==> src/rtl/percept_pkg.sv <==
// Shared widths, frame length and state encoding for the percept serial link.
// Optional feature macro: PERCEPT_TX_PARITY_EN (appends an even-parity bit).
package percept_pkg;

    localparam int unsigned ADDR_W = 8;
    localparam int unsigned OP_W   = 3;
    localparam int unsigned DATA_W = 62;

`ifdef PERCEPT_TX_PARITY_EN
    localparam int unsigned PAR_W = 1;
`else
    localparam int unsigned PAR_W = 0;
`endif

    // Start bit plus all fields (and parity when enabled).
    localparam int unsigned FRAME_LEN = 1 + ADDR_W + OP_W + DATA_W + PAR_W;
    // Bits held in the shift register: everything after the start bit.
    localparam int unsigned SHIFT_W   = FRAME_LEN - 1;
    localparam int unsigned CNT_W     = 7;
    localparam int unsigned GAP_W     = 8;

    typedef enum logic [1:0] {
        IDLE = 2'd0,
        SEND = 2'd1,
        GAP  = 2'd2
    } tx_state_e;

    typedef struct packed {
        logic [ADDR_W-1:0] address;
        logic [OP_W-1:0]   opcode;
        logic [DATA_W-1:0] data;
    } tx_req_t;

    // Build the post-start-bit payload in transmit order, MSB first.
    function automatic logic [SHIFT_W-1:0] pack_payload(input tx_req_t req);
`ifdef PERCEPT_TX_PARITY_EN
        return {req, ^req};
`else
        return req;
`endif
    endfunction

endpackage

==> src/rtl/percept_frame_tx.sv <==
// Serial frame transmitter: start bit 0, address, opcode, data, MSB first,
// followed by GAP_CYCLES forced idle-high cycles.
// Optional feature macro: PERCEPT_TX_PARITY_EN (even parity after data[0]).
module percept_frame_tx
    import percept_pkg::*;
#(
    parameter int unsigned GAP_CYCLES = 2
) (
    input  logic              clk,
    input  logic              rst,
    input  logic              in_valid,
    output logic              in_ready,
    input  logic [ADDR_W-1:0] address,
    input  logic [OP_W-1:0]   opcode,
    input  logic [DATA_W-1:0] data,
    output logic              tx,
    output logic              busy,
    output logic              frame_done
);

    localparam logic [CNT_W-1:0] LAST_CNT = CNT_W'(FRAME_LEN - 1);
    localparam logic [CNT_W-1:0] PRE_LAST = CNT_W'(FRAME_LEN - 2);
    localparam logic [GAP_W-1:0] GAP_LAST = GAP_W'(GAP_CYCLES - 1);

    tx_state_e          state_q, state_nx;
    logic [SHIFT_W-1:0] sh_q, sh_nx;
    logic [CNT_W-1:0]   cnt_q, cnt_nx;
    logic [GAP_W-1:0]   gap_q, gap_nx;
    logic               tx_nx;
    logic               ready_nx;
    logic               busy_nx;
    logic               done_nx;
    tx_req_t            req;

    assign req = '{address: address, opcode: opcode, data: data};

    // Next-state and next-output logic; tx is registered so bit k lands k+1 cycles after acceptance.
    always_comb begin
        state_nx = state_q;
        sh_nx    = sh_q;
        cnt_nx   = cnt_q;
        gap_nx   = gap_q;
        tx_nx    = 1'b1;
        done_nx  = 1'b0;
        case (state_q)
            IDLE: begin
                if (in_valid && in_ready) begin
                    state_nx = SEND;
                    sh_nx    = pack_payload(req);
                    cnt_nx   = '0;
                    tx_nx    = 1'b0;
                end
            end
            SEND: begin
                if (cnt_q == LAST_CNT) begin
                    cnt_nx   = '0;
                    gap_nx   = '0;
                    state_nx = (GAP_CYCLES == 0) ? IDLE : GAP;
                end else begin
                    tx_nx   = sh_q[SHIFT_W-1];
                    sh_nx   = {sh_q[SHIFT_W-2:0], 1'b1};
                    cnt_nx  = cnt_q + CNT_W'(1);
                    done_nx = (cnt_q == PRE_LAST);
                end
            end
            GAP: begin
                if (gap_q == GAP_LAST) begin
                    gap_nx   = '0;
                    state_nx = IDLE;
                end else begin
                    gap_nx = gap_q + GAP_W'(1);
                end
            end
            default: begin
                state_nx = IDLE;
            end
        endcase
        ready_nx = (state_nx == IDLE);
        busy_nx  = (state_nx != IDLE);
    end

    // State and output registers; reset wins over any request in the same cycle.
    always_ff @(posedge clk) begin
        if (rst) begin
            state_q    <= IDLE;
            sh_q       <= '1;
            cnt_q      <= '0;
            gap_q      <= '0;
            tx         <= 1'b1;
            in_ready   <= 1'b1;
            busy       <= 1'b0;
            frame_done <= 1'b0;
        end else begin
            state_q    <= state_nx;
            sh_q       <= sh_nx;
            cnt_q      <= cnt_nx;
            gap_q      <= gap_nx;
            tx         <= tx_nx;
            in_ready   <= ready_nx;
            busy       <= busy_nx;
            frame_done <= done_nx;
        end
    end

endmodule

==> config.mk <==
export PLATFORM = sky130hd
export DESIGN_NAME = percept_frame_tx
export DESIGN_NICKNAME = d
export VERILOG_FILES = /design/src/rtl/percept_pkg.sv /design/src/rtl/percept_frame_tx.sv
export SDC_FILE = /design/constraint.sdc
export NUM_CORES = 1
export LEC_CHECK = 0
export ABC_CLOCK_PERIOD_IN_PS = 1800
export CELL_PAD_IN_SITES_DETAIL_PLACEMENT = 1
export CELL_PAD_IN_SITES_GLOBAL_PLACEMENT = 2
export CORE_AREA = 2 2 90 157
export DETAILED_ROUTE_END_ITERATION = 7
export DIE_AREA = 0 0 92 159
export PLACE_DENSITY_LB_ADDON = 0.1
export SLEW_MARGIN = 15
export SYNTH_ARGS = -nofsm -noshare
export SYNTH_HDL_FRONTEND = slang
export SYNTH_SLANG_ARGS = --single-unit
export TNS_END_PERCENT = 100
==> constraint.sdc <==
create_clock -name clk -period 1.8 [get_ports clk]
set_input_delay 0.36 -clock clk [delete_from_list [all_inputs] [get_ports clk]]
set_output_delay 0.36 -clock clk [all_outputs]
set_load 0.01 [all_outputs]
==> reports/qor.txt, run 1 <==
Predominant post-synthesis flop cell: dfxtp_1
Die X: 92 um
Port Buffers: 79
Final Hold Viols: 0
Clock group share of total power: 39.2%
H-tree depth: 3
Count of final max-slew check failures: 0
Routability cong.: 0.702
CP arrival: 1940 ps
Area of the multi-input gates: 1840 um^2
Max_cap viols: 0
Top-area cell type share of the netlist area: 47.8%
Iter 0 DRT Violations: 133
Worst-path clk slew: 60 ps
Net Sw Frac: 25.0%
Commonest cells in the synthesized netlist: dfxtp_1, a21oi_1, o22ai_1
Worst Setup Start Kind: register
TritonRoute pass-1 iters: 4
CP Capture Type: register
Clock Sinks: 94
Drt via density: 5.30
Part of the power in registers: 46.4%
Setup TNS: 0 ps
Final ANT Viol Nets: 0
Highest Clock Rate: 0.596 GHz
Clock root buffer: clkbuf_16
Seq/Total Area, Yosys: 47.8%
Worst-path fanout max: 5
Skew-Pair Late Insertion Delay: 340 ps
Slew HR: 67.7%
Maximum clock path buffer count: 2
Die ar.: 14600 um^2
Leak: 1.89 nW
FF+latch area: 1880 um^2
FP Rows: 56
GRT overflow: 0
Routed length per instance: 16.6 um
Fraction of layout cells with a size suffix above 1: 11.4%
Final wirelength: 11800 um
RSZ-0062 raised after global routing: no
Pwr/cell area: 913 nW/um^2
Hold_ws: 505 ps
Hold Buf Count CTS: 0
DRC viols: 0
Antenna diodes: 0
Syn Inst Count: 455
Postcts setup bufs: 0
Top-count cell post-synth: dfxtp_1
Mapped cell area: 3940 um^2
Peak supply drop: 460 uV
Setup Skew: 5.77 ps
Synthesized Nets: 536
P&R area growth vs syn: 36.5%
Leading area contributor after synthesis: dfxtp_1
Detailed-route via count: 3756
Final nets: 611
Initial antenna violation count: 0
Largest net degree at the start of global routing: 75
GR Util All Layers: 16.0%
Yosys cell types: 41
Least-Margin Pin Slew: 481 ps
CP required: 2070 ps
Number of global-route vias before repair: 3873
Core area: 13300 um^2
First-pass GRT wire length: 19300 um
Setup Viol. Count Final: 0
CTS tree: done
Tcrit/Tclk final: 93.3%
Ys Warns: 0
Crit path time final: 1680 ps
Synth Register Bits: 94
Int Pwr: 3.68 mW
Effective utilization at floorplan: 29.6%
Top cells by area, synth: dfxtp_1, o22ai_1, a21oi_1, o21ai_0, o21ai_1
Status: finished, final reports clean
FILL cells: 1563
Die H: 159 um
Psw: 1.23 mW
CTS Buf Count: 9
DPL Wire Length: 7380 um
Post-synth EDFFs: 0
Number of I/O pins: 80
Critical path class: reg2reg
Ys async rst share: 0%
Logic gate share of total power: 14.4%
Worst hold path type: reg2reg
Syn Area/Cell: 8.66 um^2
## final cells by class
| class | count | share of cell area [%] |
|---|---|---|
| Inverter | 7 | 0.489 |
| Clock inverter | 5 | 1.09 |
| Tap cell | 174 | 4.05 |
| Clock buffer | 11 | 4.51 |
| Sequential cell | 94 | 35.0 |
| Timing Repair Buffer | 107 | 20.7 |
| Multi-Input combinational cell | 311 | 34.1 |
## worst paths after layout
| kind | startpoint | end | slack [ps] | cells after the start |
|---|---|---|---|---|
| worst max-delay path | cnt_q[1]$_SDFFE_PP0P_ | cnt_q[5]$_SDFFE_PP0P_ | 120 | 6 |
| worst min-delay path | cnt_q[0]$_SDFFE_PP0P_ | cnt_q[0]$_SDFFE_PP0P_ | 500 | 1 |
| worst max register to register | cnt_q[1]$_SDFFE_PP0P_ | cnt_q[5]$_SDFFE_PP0P_ | 120 | 6 |
| worst min register to register | cnt_q[0]$_SDFFE_PP0P_ | cnt_q[0]$_SDFFE_PP0P_ | 500 | 1 |
## flip-flops by register name (all words and copies together), names as in the netlist
name	count
busy	1
tx	1
state_q	2
frame_done	1
gap_q	8
cnt_q	7
sh_q	73
in_ready	1
## kinds of logic (layout without fill, tap and decap cells)
group	after synthesis	in the layout	share of synthesized area [%]
xor+xnor	2	2	0.445
flops	94	94	47.8
compound gates	251	251	35.9
fa+ha+maj	5	5	1.59
simple gates	51	51	7.15
mux	2	2	0.508
buf+inv	50	130	6.67
## critical path: stages, from the launching register on
cell      delay [ps]
dfxtp_1          330
inv_1             60
ha_1             170
and3b_2          240
a21o_4           270
or4_1            470
o221ai_1          70
## layout by cell type (no fill, tap or decap), types with 3 or more instances in the layout
cell type,n
dfxtp_1,93
ha_1,5
a22o_2,3
o21ai_1,16
inv_1,6
and3_1,4
clkbuf_16,10
o22ai_1,72
a21oi_1,79
nand3_1,8
buf_12,7
nand2_1,8
clkdlybuf4s50_1,79
buf_4,19
nor2_1,11
a211oi_1,3
o21ai_0,64
## through the flow
stage          power, mW  utilization [%]  cell area, um^2  worst slack [ps]  instances
2_1_floorplan       2.68                -             3940               144        455
3_3_place_gp        3.01             37.7             5020             -49.0        692
3_5_place_dp        3.02             37.7             5020             -74.3        692
4_1_cts             4.98             40.0             5330              35.4        708
5_1_grt             5.17             40.4             5380              5.84        709
6_report            4.91             40.4             5380               121        709
## metal layers
metal | track usage, % | part of all wire [%] | routed length [um]
met1 | 19.6 | 44 | 5160
met3 | 2.56 | 2.5 | 294
met4 | 5.50 | 1.3 | 148
met2 | 28.1 | 52 | 6190
met5 | 0 | 0 | 0
## repair_timing
item / in CTS / in global routing
gates cloned: 0 / 1
resized for setup: 2 / 6
endpoints found under the setup margin: 3 / 69
## power by group through the flow
stage	Clock (mW)	Sequential, mW	Combinational, mW
after floorplan	0	2.31	0.374
after global placement	0	2.32	0.684
after detailed placement	0	2.32	0.694
after CTS	2.00	2.28	0.700
after global routing	2.10	2.29	0.777
final	1.93	2.28	0.708
No activity file was read; power rests on OpenSTA's default activity.
==> inputs of run 2 (changes only) <==
- SLEW_MARGIN: 15 -> unset
==> results of run 2 <==
Final layout, timing and power as in run 1 (identical DEF).
==> inputs of run 3 (changes only) <==
- CORE_AREA: 2 2 90 157 -> 2 2 136 105
- DIE_AREA: 0 0 92 159 -> 0 0 138 107
- MAX_ROUTING_LAYER: unset -> met4
==> run 3 against run 2 <==
  * Global-route usage up 0.092 points
  * Largest power group unchanged
  * Clock skew grew 3.2 ps
  * Total power up 0.64%
  * Setup slack lost 14 ps
  * Highest routed layer unchanged
  * Clock power hardly changed
  * Routed wire length shrank 3.6%
  * Design area is 0.65% lower
  * Core utilization fell by 0.60 points
  * Sequential share of layout area rose by 0.23 points
  * Via count decreased by 1.6%
  * Die area is 0.94% higher
  * Sequential cell count is the same
==> reports/qor.txt, run 3 (same netlist as run 1, synthesis figures left out) <==
Die ar.: 14800 um^2
Largest net degree at the start of global routing: 74
Worst-path fanout max: 4
Final Hold Viols: 0
GR Util All Layers: 16.1%
Clock Sinks: 94
Routability cong.: 0.738
Least-Margin Pin Slew: 458 ps
Iter 0 DRT Violations: 158
Pwr/cell area: 925 nW/um^2
P&R area growth vs syn: 35.6%
GRT overflow: 0
Slew HR: 69.3%
RSZ-0062 raised after global routing: no
Effective utilization at floorplan: 29.3%
Maximum clock path buffer count: 2
Critical path origin: cnt_q[1]$_SDFFE_PP0P_
Final ANT Viol Nets: 0
Count of final max-slew check failures: 0
Commonest non-fill, non-tap cell in the layout: dfxtp_1
Postcts setup bufs: 0
Largest Register: sh_q
Final nets: 606
Final Non-Filler Cells: 704
FILL cells: 1532
Final worst setup slack: 107 ps
Setup Skew: 9.02 ps
Worst r2r src: cnt_q[1]$_SDFFE_PP0P_
Drt via density: 5.25
Setup TNS: 0 ps
TritonRoute pass-1 iters: 4
Antenna diodes: 0
Skew-Pair Late Insertion Delay: 340 ps
DRC viols: 0
Die H: 107 um
Peak supply drop: 500 uV
Number of global-route vias before repair: 3743
CTS Buf Count: 9
Worst-path clk slew: 70 ps
FP Rows: 37
CTS tree: done
Max_cap viols: 0
Resized Gates After CTS: 0
CP arrival: 1950 ps
Finished Cell Area: 5340 um^2
Setup Viol. Count Final: 0
Final wirelength: 11400 um
Critical path class: reg2reg
Commonest cells after routing, fill and taps aside: dfxtp_1, a21oi_1, clkdlybuf4s50_1, o22ai_1, o21ai_0
Critical hold path startpoint: gap_q[7]$_SDFFE_PP0P_
Core area: 13400 um^2
Post-Place Cell Area: 5010 um^2
DPL Wire Length: 7120 um
Routed length per instance: 16.1 um
Finished Core Util: 39.8%
First-pass GRT wire length: 18900 um
Initial antenna violation count: 0
Biggest regs: sh_q (73), gap_q (8), cnt_q (7)
Hold Buf Count CTS: 0
Number of I/O pins: 80
Fraction of layout cells with a size suffix above 1: 10.0%
Port Buffers: 79
Highest Clock Rate: 0.591 GHz
Place WS: -83.0 ps
Crit path time final: 1690 ps
Worst Setup Start Kind: register
Worst hold path type: reg2reg
Die X: 138 um
Status: finished, final reports clean
Clock root buffer: clkbuf_16
CP Capture Type: register
Detailed-route via count: 3696
Max FFs per register: 73
Post-Place Cells: 689
Tcrit/Tclk final: 94.0%
H-tree depth: 3
Leak: 1.87 nW
CP required: 2060 ps
-- run 3: cell types whose count changed in the layout (fill, tap and decap cells not counted), sizes merged --
cell	delta
buf	-4
clkinvlp	-2
-- run 3: worst paths after layout --
path / slack (ps) / end / cells past startpoint
worst max-delay path: 110 / cnt_q[5]$_SDFFE_PP0P_ / 6
worst min-delay path: 480 / gap_q[7]$_SDFFE_PP0P_ / 2
worst max register to register: 110 / cnt_q[5]$_SDFFE_PP0P_ / 6
worst min register to register: 480 / gap_q[7]$_SDFFE_PP0P_ / 2
-- run 3: worst max-delay path: stages, from the launching register on --
cell	delay (ps)
dfxtp_2	350
inv_1	60
ha_1	180
and3b_1	190
a21o_2	270
or4_1	480
o221ai_1	80
-- run 3: final cells by class --
cell class                 instances  area (um^2)  share of cell area, %
sequential                        94         1880                   35.2
multi-input combinational        311         1830                   34.3
timing repair buffer             102         1080                   20.3
clock buffer                      12          256                   4.80
tap                              175          219                   4.10
clock inverter                     3         43.8                  0.820
inverter                           7         26.3                  0.492
-- run 3: stage by stage --
step | hold slack (ps) | total power [mW]
floorplan | 436 | 2.68
finish | 485 | 4.94
global placement | 469 | 3.02
global route | 521 | 5.19
detailed placement | 476 | 3.02
CTS | 485 | 5.01
-- run 3: power breakdown --
| group | internal (mW) | leakage (nW) | switching [mW] |
|---|---|---|---|
| registers | 2.21 | 0.771 | 0.0718 |
| clock network | 1.15 | 0.149 | 0.808 |
| logic | 0.365 | 0.950 | 0.344 |
-- run 3: routing by layer --
metal / up-vias / share of wire [%] / global-route usage (%)
met5: - / 0 / -
met4: 0 / 1.1 / 4.81
met3: 10 / 4.6 / 4.24
met2: 61 / 44 / 24.5
met1: 1769 / 51 / 21.1
li1: 1856 / - / -
